==> src/rtl/hilo_muldiv_unit.sv <==
// Iterative 32-step multiply/divide unit owning the HI/LO registers.
// Shift-add multiply and restoring divide share one 2*WIDTH working register.
module hilo_muldiv_unit #(
  parameter int WIDTH = 32,
  parameter int ITER  = 32
) (
  input  logic             clk,
  input  logic             rst_n,
  input  logic             start,
  input  logic [1:0]       op,
  input  logic [WIDTH-1:0] A,
  input  logic [WIDTH-1:0] B,
  input  logic             mthi,
  input  logic             mtlo,
  input  logic [WIDTH-1:0] wdata,
  output logic             busy,
  output logic             done,
  output logic             div_zero,
  output logic [WIDTH-1:0] hi,
  output logic [WIDTH-1:0] lo
);

  localparam int CW = $clog2(ITER + 1);

  typedef enum logic [1:0] {S_IDLE, S_RUN, S_FINISH} state_t;

  state_t               r_state;
  state_t               w_next;
  logic [CW-1:0]        r_count;
  logic [2*WIDTH-1:0]   r_prod;
  logic [WIDTH-1:0]     r_opnd;
  logic                 r_is_div;
  logic                 r_neg_lo;
  logic                 r_neg_hi;
  logic                 r_div_zero;
  logic                 r_done;
  logic [WIDTH-1:0]     r_hi;
  logic [WIDTH-1:0]     r_lo;

  // op[1] selects divide, op[0] selects signed.
  logic                 w_is_div;
  logic                 w_signed;
  logic                 w_b_zero;
  logic [WIDTH-1:0]     w_a_abs;
  logic [WIDTH-1:0]     w_b_abs;

  assign w_is_div = op[1];
  assign w_signed = op[0];
  assign w_b_zero = (B == '0);
  assign w_a_abs  = (w_signed && A[WIDTH-1]) ? -A : A;
  assign w_b_abs  = (w_signed && B[WIDTH-1]) ? -B : B;

  // Multiply step: conditionally add multiplicand to the upper half, shift right.
  logic [WIDTH:0]       w_add;
  logic [2*WIDTH-1:0]   w_mul_step;

  assign w_add      = {1'b0, r_prod[2*WIDTH-1:WIDTH]} + (r_prod[0] ? {1'b0, r_opnd} : '0);
  assign w_mul_step = {w_add, r_prod[WIDTH-1:1]};

  // Divide step: {remainder, dividend} shifts left, quotient bit enters at LSB.
  logic [WIDTH:0]       w_shift;
  logic [WIDTH:0]       w_sub;
  logic                 w_ge;
  logic [WIDTH-1:0]     w_rem_next;
  logic [2*WIDTH-1:0]   w_div_step;

  assign w_shift    = {r_prod[2*WIDTH-1:WIDTH], r_prod[WIDTH-1]};
  assign w_ge       = (w_shift >= {1'b0, r_opnd});
  assign w_sub      = w_shift - {1'b0, r_opnd};
  assign w_rem_next = w_ge ? w_sub[WIDTH-1:0] : w_shift[WIDTH-1:0];
  assign w_div_step = {w_rem_next, r_prod[WIDTH-2:0], w_ge};

  logic [2*WIDTH-1:0]   w_prod_fix;
  logic [WIDTH-1:0]     w_quo_fix;
  logic [WIDTH-1:0]     w_rem_fix;

  assign w_prod_fix = r_neg_lo ? -r_prod : r_prod;
  assign w_quo_fix  = r_neg_lo ? -r_prod[WIDTH-1:0] : r_prod[WIDTH-1:0];
  assign w_rem_fix  = r_neg_hi ? -r_prod[2*WIDTH-1:WIDTH] : r_prod[2*WIDTH-1:WIDTH];

  always_ff @(posedge clk or negedge rst_n) begin
    if (!rst_n) r_state <= S_IDLE;
    else        r_state <= w_next;
  end

  always_comb begin
    // NOTE: default assigned first so every path drives w_next and no latch is inferred.
    w_next = r_state;
    unique case (r_state)
      S_IDLE:   if (start) w_next = (w_is_div && w_b_zero) ? S_FINISH : S_RUN;
      S_RUN:    if (r_count == CW'(ITER - 1)) w_next = S_FINISH;
      S_FINISH: w_next = S_IDLE;
      default:  w_next = S_IDLE;
    endcase
  end

  // NOTE: sequential state uses non-blocking assignments only; the working register is small enough to reset.
  always_ff @(posedge clk or negedge rst_n) begin
    if (!rst_n) begin
      r_count    <= '0;
      r_prod     <= '0;
      r_opnd     <= '0;
      r_is_div   <= 1'b0;
      r_neg_lo   <= 1'b0;
      r_neg_hi   <= 1'b0;
      r_div_zero <= 1'b0;
      r_done     <= 1'b0;
      r_hi       <= '0;
      r_lo       <= '0;
    end else begin
      r_done <= 1'b0;
      unique case (r_state)
        S_IDLE: begin
          if (mthi) r_hi <= wdata;
          if (mtlo) r_lo <= wdata;
          if (start) begin
            r_count    <= '0;
            r_is_div   <= w_is_div;
            r_neg_lo   <= w_signed & (A[WIDTH-1] ^ B[WIDTH-1]);
            r_neg_hi   <= w_signed & w_is_div & A[WIDTH-1];
            r_div_zero <= w_is_div & w_b_zero;
            r_prod     <= w_is_div ? {{WIDTH{1'b0}}, w_a_abs} : {{WIDTH{1'b0}}, w_b_abs};
            r_opnd     <= w_is_div ? w_b_abs : w_a_abs;
          end
        end
        S_RUN: begin
          r_prod  <= r_is_div ? w_div_step : w_mul_step;
          r_count <= r_count + 1'b1;
        end
        S_FINISH: begin
          r_done <= 1'b1;
          if (!r_div_zero) begin
            if (r_is_div) begin
              r_hi <= w_rem_fix;
              r_lo <= w_quo_fix;
            end else begin
              r_hi <= w_prod_fix[2*WIDTH-1:WIDTH];
              r_lo <= w_prod_fix[WIDTH-1:0];
            end
          end
        end
        default: ;
      endcase
    end
  end

  assign busy     = (r_state != S_IDLE);
  assign done     = r_done;
  assign div_zero = r_div_zero;
  assign hi       = r_hi;
  assign lo       = r_lo;

endmodule

==> config.mk <==
export PLATFORM = sky130hd
export DESIGN_NAME = hilo_muldiv_unit
export DESIGN_NICKNAME = d
export VERILOG_FILES = /design/src/rtl/hilo_muldiv_unit.sv
export SDC_FILE = /design/constraint.sdc
export NUM_CORES = 1
export LEC_CHECK = 0
export ABC_AREA = 1
export CAP_MARGIN = 10
export CORE_MARGIN = 2
export CORE_UTILIZATION = 40
export CTS_CLUSTER_SIZE = 30
export DETAILED_ROUTE_END_ITERATION = 12
export SYNTH_ARGS = -nofsm -noshare
export SYNTH_HDL_FRONTEND = slang
export SYNTH_SLANG_ARGS = --single-unit
==> constraint.sdc <==
create_clock -name clk -period 2.7 [get_ports clk]
set_clock_uncertainty 0.2 [all_clocks]
set_input_delay 0.27 -clock clk [delete_from_list [all_inputs] [get_ports clk]]
set_output_delay 0.27 -clock clk [all_outputs]
set_load 0.005 [all_outputs]
=== Yosys cells after proc, flatten, opt, wreduce, memory -nomap -nowiden ===
Index checks and enable logic that the tools add are counted.

* Register bits after elaboration: 173
* Bits of input ports: 103

* Reduce and logical (&&, ||, !) cells: 13
* Muxes and demuxes: 27
* $lt $le $gt $ge: 1
* $add $sub $neg: 8
* Equality and inequality tests: 8
* Bitwise gates (word level): 5

{| class="wikitable"
|+ Operator list
! operator !! number
|-
| 32-bit two-way mux || 14
|-
| 64-bit two-way mux || 3
|-
| 32-bit negator || 4
|-
| 32-bit one-hot mux with 2 select lines || 2
|-
| 64-bit one-hot mux with 2 select lines || 1
|-
| 64-bit negator || 1
|-
| 32-bit by 32-bit adder with 33-bit output || 1
|-
| 33-bit by 32-bit >= comparator with 1-bit output || 1
|-
| 32-bit logical NOT || 1
|-
| 32-bit subtractor || 1
|-
| 6-bit one-hot mux with 2 select lines || 1
|-
| 2-bit != test (second input constant) || 5
|-
| 6-bit by 1-bit adder with 6-bit output (second input constant) || 1
|-
| 6-bit by 5-bit equality test with 1-bit output (second input constant) || 1
|-
| 2-bit two-way mux || 3
|-
| 6-bit two-way mux || 1
|-
| 2-bit AND reduction || 3
|-
| 3-bit AND reduction || 2
|-
| 2-bit nonzero test || 3
|-
| 1-bit bitwise AND || 4
|-
| 2-bit one-hot mux with 2 select lines || 1
|-
| 1-bit logical AND || 3
|-
| 2-bit by 1-bit equality test with 1-bit output (second input constant) || 1
|-
| 2-bit equality test (second input constant) || 1
|-
| 3 further kinds || 3
|}

=== Longest topological paths before layout ===
* Depth in word-level cells: 5
* Mapped depth: 20
* Depth with buffers taken out: 18

=== Worst setup path before layout ===
OpenSTA, ideal clock, no wires.

* Path type: reg2reg
* Start point: register r_prod[0]
* End point: register r_prod[61]
* Slack: 0.056 ns
* Arrival time: 2.326 ns
* Buffers on the path: 2
* Setup time: 0.117 ns
* Data required time: 2.383 ns
* Period minus slack after synthesis: 2.644 ns
* Stages on the path, launching flop included: 20
* Cells stage by stage: dfrtp_1 buf_2 clkbuf_1 nand2_1 inv_1 ha_1 inv_1 fa_1 inv_1 nand3_1 nand2_1 nand2_1 nand2_1 nand2_1 nand3_1 nand3_1 nand3_1 nand3_1 nand3_1 nand2_1

* Cells in the longest elaborated chain, start to end: 4

{| class="wikitable"
|+ RTL lines
! element !! RTL line !! text
|-
| start, declared || 30 || <nowiki>logic [2*WIDTH-1:0] r_prod;</nowiki>
|-
| start signal, assigned || 122 || <nowiki>r_prod <= w_is_div ? {{WIDTH{1'b0}}, w_a_abs} : {{WIDTH{1'b0}}, w_b_abs};</nowiki>
|-
| start signal, assigned || 127 || <nowiki>r_prod <= r_is_div ? w_div_step : w_mul_step;</nowiki>
|-
| 32-bit two-way mux || 57 || <nowiki>assign w_add = {1'b0, r_prod[2*WIDTH-1:WIDTH]} + (r_prod[0] ? {1'b0, r_opnd} : '0);</nowiki>
|-
| 32-bit by 32-bit adder with 33-bit output || 57 ||
|-
| 64-bit two-way mux || 127 ||
|-
| 64-bit one-hot mux with 2 select lines || 112 || <nowiki>unique case (r_state)</nowiki>
|}

Every way passes these cells.
A chain may end at the register's enable or synchronous reset.

=== Worst setup path in the final report ===
* Start point: register r_prod[0]
* End point: register r_prod[59]

Same word-level chain as after synthesis.

==> reports/qor.yml <==
cts_tree: "yes"
p_int_w: 0.0170
finalSetupViolations: 1
cp_slowest_stage_delay_ns: 0.54
max_slew_margin: 0.436
synth_compound_area_frac: 0.159
power_frac_clock: 0.076
cpLargestDelayFamily: "simple AND/OR/NAND/NOR gates"
critPathRequiredTime_ns: 2.92
combPwrFrac: 0.784
ir_worst_vdd_mv: 0.858
synth-edff-count: 0
synthFlopType: "dfrtp_1"
tightest_slew_ns: 0.847
fin_crit_sh: 1.00
num_antenna_cells: 0
place.gp.congestion: 1.08
port_buffers: 169
design_area_um2: 25100
root_buffer: "clkbuf_16"
grt_overflow: 0
worst-path-max-fanout: 7
place_hpwl_mm: 73.8
synth_nets: 3324
max_freq_mhz: 369
drt_iter0_drc: 2611
worstReg2RegEnd: "r_prod[59]$_DFFE_PN0P_"
antenna_found_initial: 0
synth_mux_area_frac: 0
period_minus_slack_ns: 2.71
status: "complete, but fails checks"
synthXorXnorAreaFrac: 0.0217
grt_pass1_wl_mm: 133
syn_to_final_growth_pct: 38.2
rrSetupSlack_ns: -0.01
crit_arrival_ns: 2.94
nFillCells: 4599
die_w_um: 217
io_pins: 170
sw_frac_of_total: 0.536
grt_max_degree: 61
async_flop_share: 1.00
start_kind: "flop"
numCtsBuffers: 17
cts.sinks: 173
syn_area_um2: 18200
timing.rr.start: "r_prod[0]$_DFFE_PN0P_"
grt_use_total: 0.373
rsz0062_at_grt: "yes"
coreArea_um2: 45100
ys_seq_elements: 173
synth_top_family_by_area: "simple AND/OR/NAND/NOR gates"
drive_gt1_frac: 0.197
rows: 78
finalHoldViolations: 0
final_net_count: 3779
p_per_area_nw_per_um2: 1460
cp_common_cell: "nand2_1"
worstSetupEndpointType: "flop"
crit_buf_inv: 3
clk_path_buf_depth: 2
ant_nets: 0
synthCells: 3150
dpl_cell_area_um2: 23000
avgSynthCellArea_um2: 5.77
tns_ns: -0.0110
worst_slack_ns: -0.0110
violations: "setup timing"
r2r.worst_path.cells: 15
htreeDepth: 4
synth_cell_types: 46
slowest_stage: "dfrtp_2"
drv_cap: 0
synth_fa_ha_area_frac: 0.0497
fp.dieArea_um2: 47200
detail_route.vias_per_cell: 5.61
grt_pass1_vias: 22300
drt-total-wl_mm: 90.6
wl_per_cell_um: 21.5
num_vias: 23700
path_class: "flop to flop"
die-height_um: 217
hold_class: "input port to asynchronous set/reset pin"
clkLatencyLatePin_ns: 0.48
cp_cell_sequence: "buf_6, nand2_1, inv_1, ha_2, inv_1, o21bai_1, nor2_1, nand2_1, a21oi_1, nand3_2, nand2_1, nor2_2, nor2_2, nand2_1, nand2_1"
leakagePower_nw: 12.3
floorplan.initialDensity: 0.403
seqPwrFrac: 0.140
synthSimpleGateAreaFrac: 0.414
ys_warn_count: 0
seq_area_frac_synth: 0.238
switchingPower_w: 0.0196
clk_pin_slew_ns: 0.08
firstDrtPassIters: 9
drc: 0
drv_slew: 0
## cell usage in the layout, fill, tap and decap left out, types with 18 or more instances in the layout
cell type        netlist  layout
a21oi_1              243     214
a21oi_2                2      29
a31oi_1               18      18
buf_4                  2     349
clkbuf_16              0      19
clkdlybuf4s50_1        0     168
dfrtp_1              173     169
ha_1                  69      19
ha_4                   0      43
inv_1                436     400
inv_2                  7      41
nand2_1              918     859
nand2_2                6      53
nand3_1              365     342
nand3_2                6      26
nand4_1               51      51
nor2_1               376     337
nor2_2                 7      35
nor3_1                24      18
o211ai_1              28      28
o21ai_0              160     144
xor2_1                35      34
## power groups by stage
| stage | sequential [W] | clock [W] | combinational (W) |
|---|---|---|---|
| after floorplan | 0.00489 | 0 | 0.0135 |
| after global placement | 0.00495 | 0 | 0.0252 |
| after detailed placement | 0.00500 | 0 | 0.0253 |
| after CTS | 0.00496 | 0.00282 | 0.0256 |
| after global routing | 0.00523 | 0.00291 | 0.0310 |
| final | 0.00511 | 0.00280 | 0.0287 |
## worst register-to-register path, cell delays in order, from the launching register on
cell	delay, ns
dfrtp_2	0.54
buf_6	0.21
nand2_1	0.10
inv_1	0.08
ha_2	0.30
inv_1	0.13
o21bai_1	0.12
nor2_1	0.16
nand2_1	0.07
a21oi_1	0.25
nand3_2	0.09
nand2_1	0.09
nor2_2	0.05
nor2_2	0.13
nand2_1	0.07
nand2_1	0.06
## cell usage after synthesis, types with 3 or more instances
| cell | count | area share |
|---|---|---|
| o31ai_1 | 5 | 0.0021 |
| o21ai_2 | 4 | 0.0019 |
| ha_1 | 69 | 0.047 |
| o21ai_0 | 160 | 0.044 |
| a22oi_1 | 10 | 0.0041 |
| dfrtp_1 | 173 | 0.24 |
| xor2_1 | 35 | 0.017 |
| a31oi_1 | 18 | 0.0062 |
| a21oi_1 | 243 | 0.067 |
| nand4_1 | 51 | 0.018 |
| clkbuf_1 | 63 | 0.013 |
| nand3_1 | 365 | 0.10 |
| nand3b_1 | 15 | 0.0062 |
| nor3_1 | 24 | 0.0066 |
| nand2_2 | 6 | 0.0021 |
| nor2_4 | 3 | 0.0019 |
| xnor2_1 | 10 | 0.0048 |
| o21bai_1 | 16 | 0.0066 |
| o22ai_1 | 3 | 0.0010 |
| o211ai_1 | 28 | 0.012 |
| nor2_1 | 376 | 0.078 |
| a21o_1 | 5 | 0.0021 |
| inv_2 | 7 | 0.0014 |
| clkinv_1 | 4 | 0.00083 |
| inv_1 | 436 | 0.090 |
| buf_2 | 26 | 0.0072 |
| nor2_2 | 7 | 0.0024 |
| nand3_2 | 6 | 0.0033 |
| or2_2 | 11 | 0.0038 |
| buf_1 | 12 | 0.0025 |
| o221ai_1 | 13 | 0.0063 |
| nand2_1 | 918 | 0.19 |
| o21ai_1 | 8 | 0.0022 |
## routing by layer
layer / routed length (um) / up-vias / part of all wire / track usage
li1: - / 11100 / - / -
met1: 37700 / 11100 / 0.42 / 0.497
met2: 40700 / 1183 / 0.45 / 0.599
met3: 7230 / 222 / 0.080 / 0.0506
met4: 5020 / 0 / 0.055 / 0.174
met5: 0 / - / 0 / 0
## flip-flops by register name (all words and copies together), names as in the netlist, 2 cells and up
register  cells
hi           32
lo           32
r_count       6
r_opnd       32
r_prod       64
r_state       2
## through the flow
stage / power [W] / hold slack, ns / instances / setup slack, ns / util
2_1_floorplan: 0.0184 / -0.226 / 3150 / 0.0563 / -
3_5_place_dp: 0.0303 / 0.0313 / 4164 / -0.283 / 0.510
3_3_place_gp: 0.0302 / 0.0266 / 4164 / -0.297 / 0.510
5_1_grt: 0.0391 / 0.112 / 4218 / -0.105 / 0.557
6_report: 0.0366 / 0.0786 / 4218 / -0.0110 / 0.557
4_1_cts: 0.0334 / 0.0944 / 4197 / 0.000133 / 0.526
## repair_timing
action | in CTS | in global routing
pin swaps | 3 | 48
endpoints found under the setup margin | 23 | 48
hold endpoints to repair | 154 | 0
setup buffers | 0 | 17
cloned | 0 | 4
resized for setup | 29 | 289
hold buffers | 1 | 0
## worst max-delay path by stage
stage / slack [ns] / end / cells past startpoint / from
after floorplan: 0.06 / r_prod[61]$_DFFE_PN0P_ / 19 / r_prod[0]$_DFFE_PN0P_
after global placement: -0.30 / r_prod[56]$_DFFE_PN0P_ / 15 / r_prod[0]$_DFFE_PN0P_
after detailed placement: -0.28 / r_prod[56]$_DFFE_PN0P_ / 15 / r_prod[0]$_DFFE_PN0P_
after CTS: 0.0001 / r_prod[56]$_DFFE_PN0P_ / 14 / r_prod[0]$_DFFE_PN0P_
after global routing: -0.11 / r_prod[59]$_DFFE_PN0P_ / 15 / r_prod[0]$_DFFE_PN0P_
final: -0.01 / r_prod[59]$_DFFE_PN0P_ / 15 / r_prod[0]$_DFFE_PN0P_
## cells by family (layout without fill, tap and decap cells)
group / Yosys count / count (layout)
compound gates: 521 / 521
flops: 173 / 173
simple gates: 1788 / 1789
fa+ha+maj: 71 / 71
xor+xnor: 45 / 45
buf+inv: 552 / 1019
## cell type report
class                   instances  area (um2)  area share
clock buffers                  17         425      0.0169
multi-input cells            2426       13000       0.518
inverters                     447        1690      0.0671
clock inverters                15         214     0.00851
flip-flops and latches        173        4330       0.172
well taps                     600         751      0.0299
repair buffers                540        4710       0.187
No activity file was read; power rests on OpenSTA's default activity.
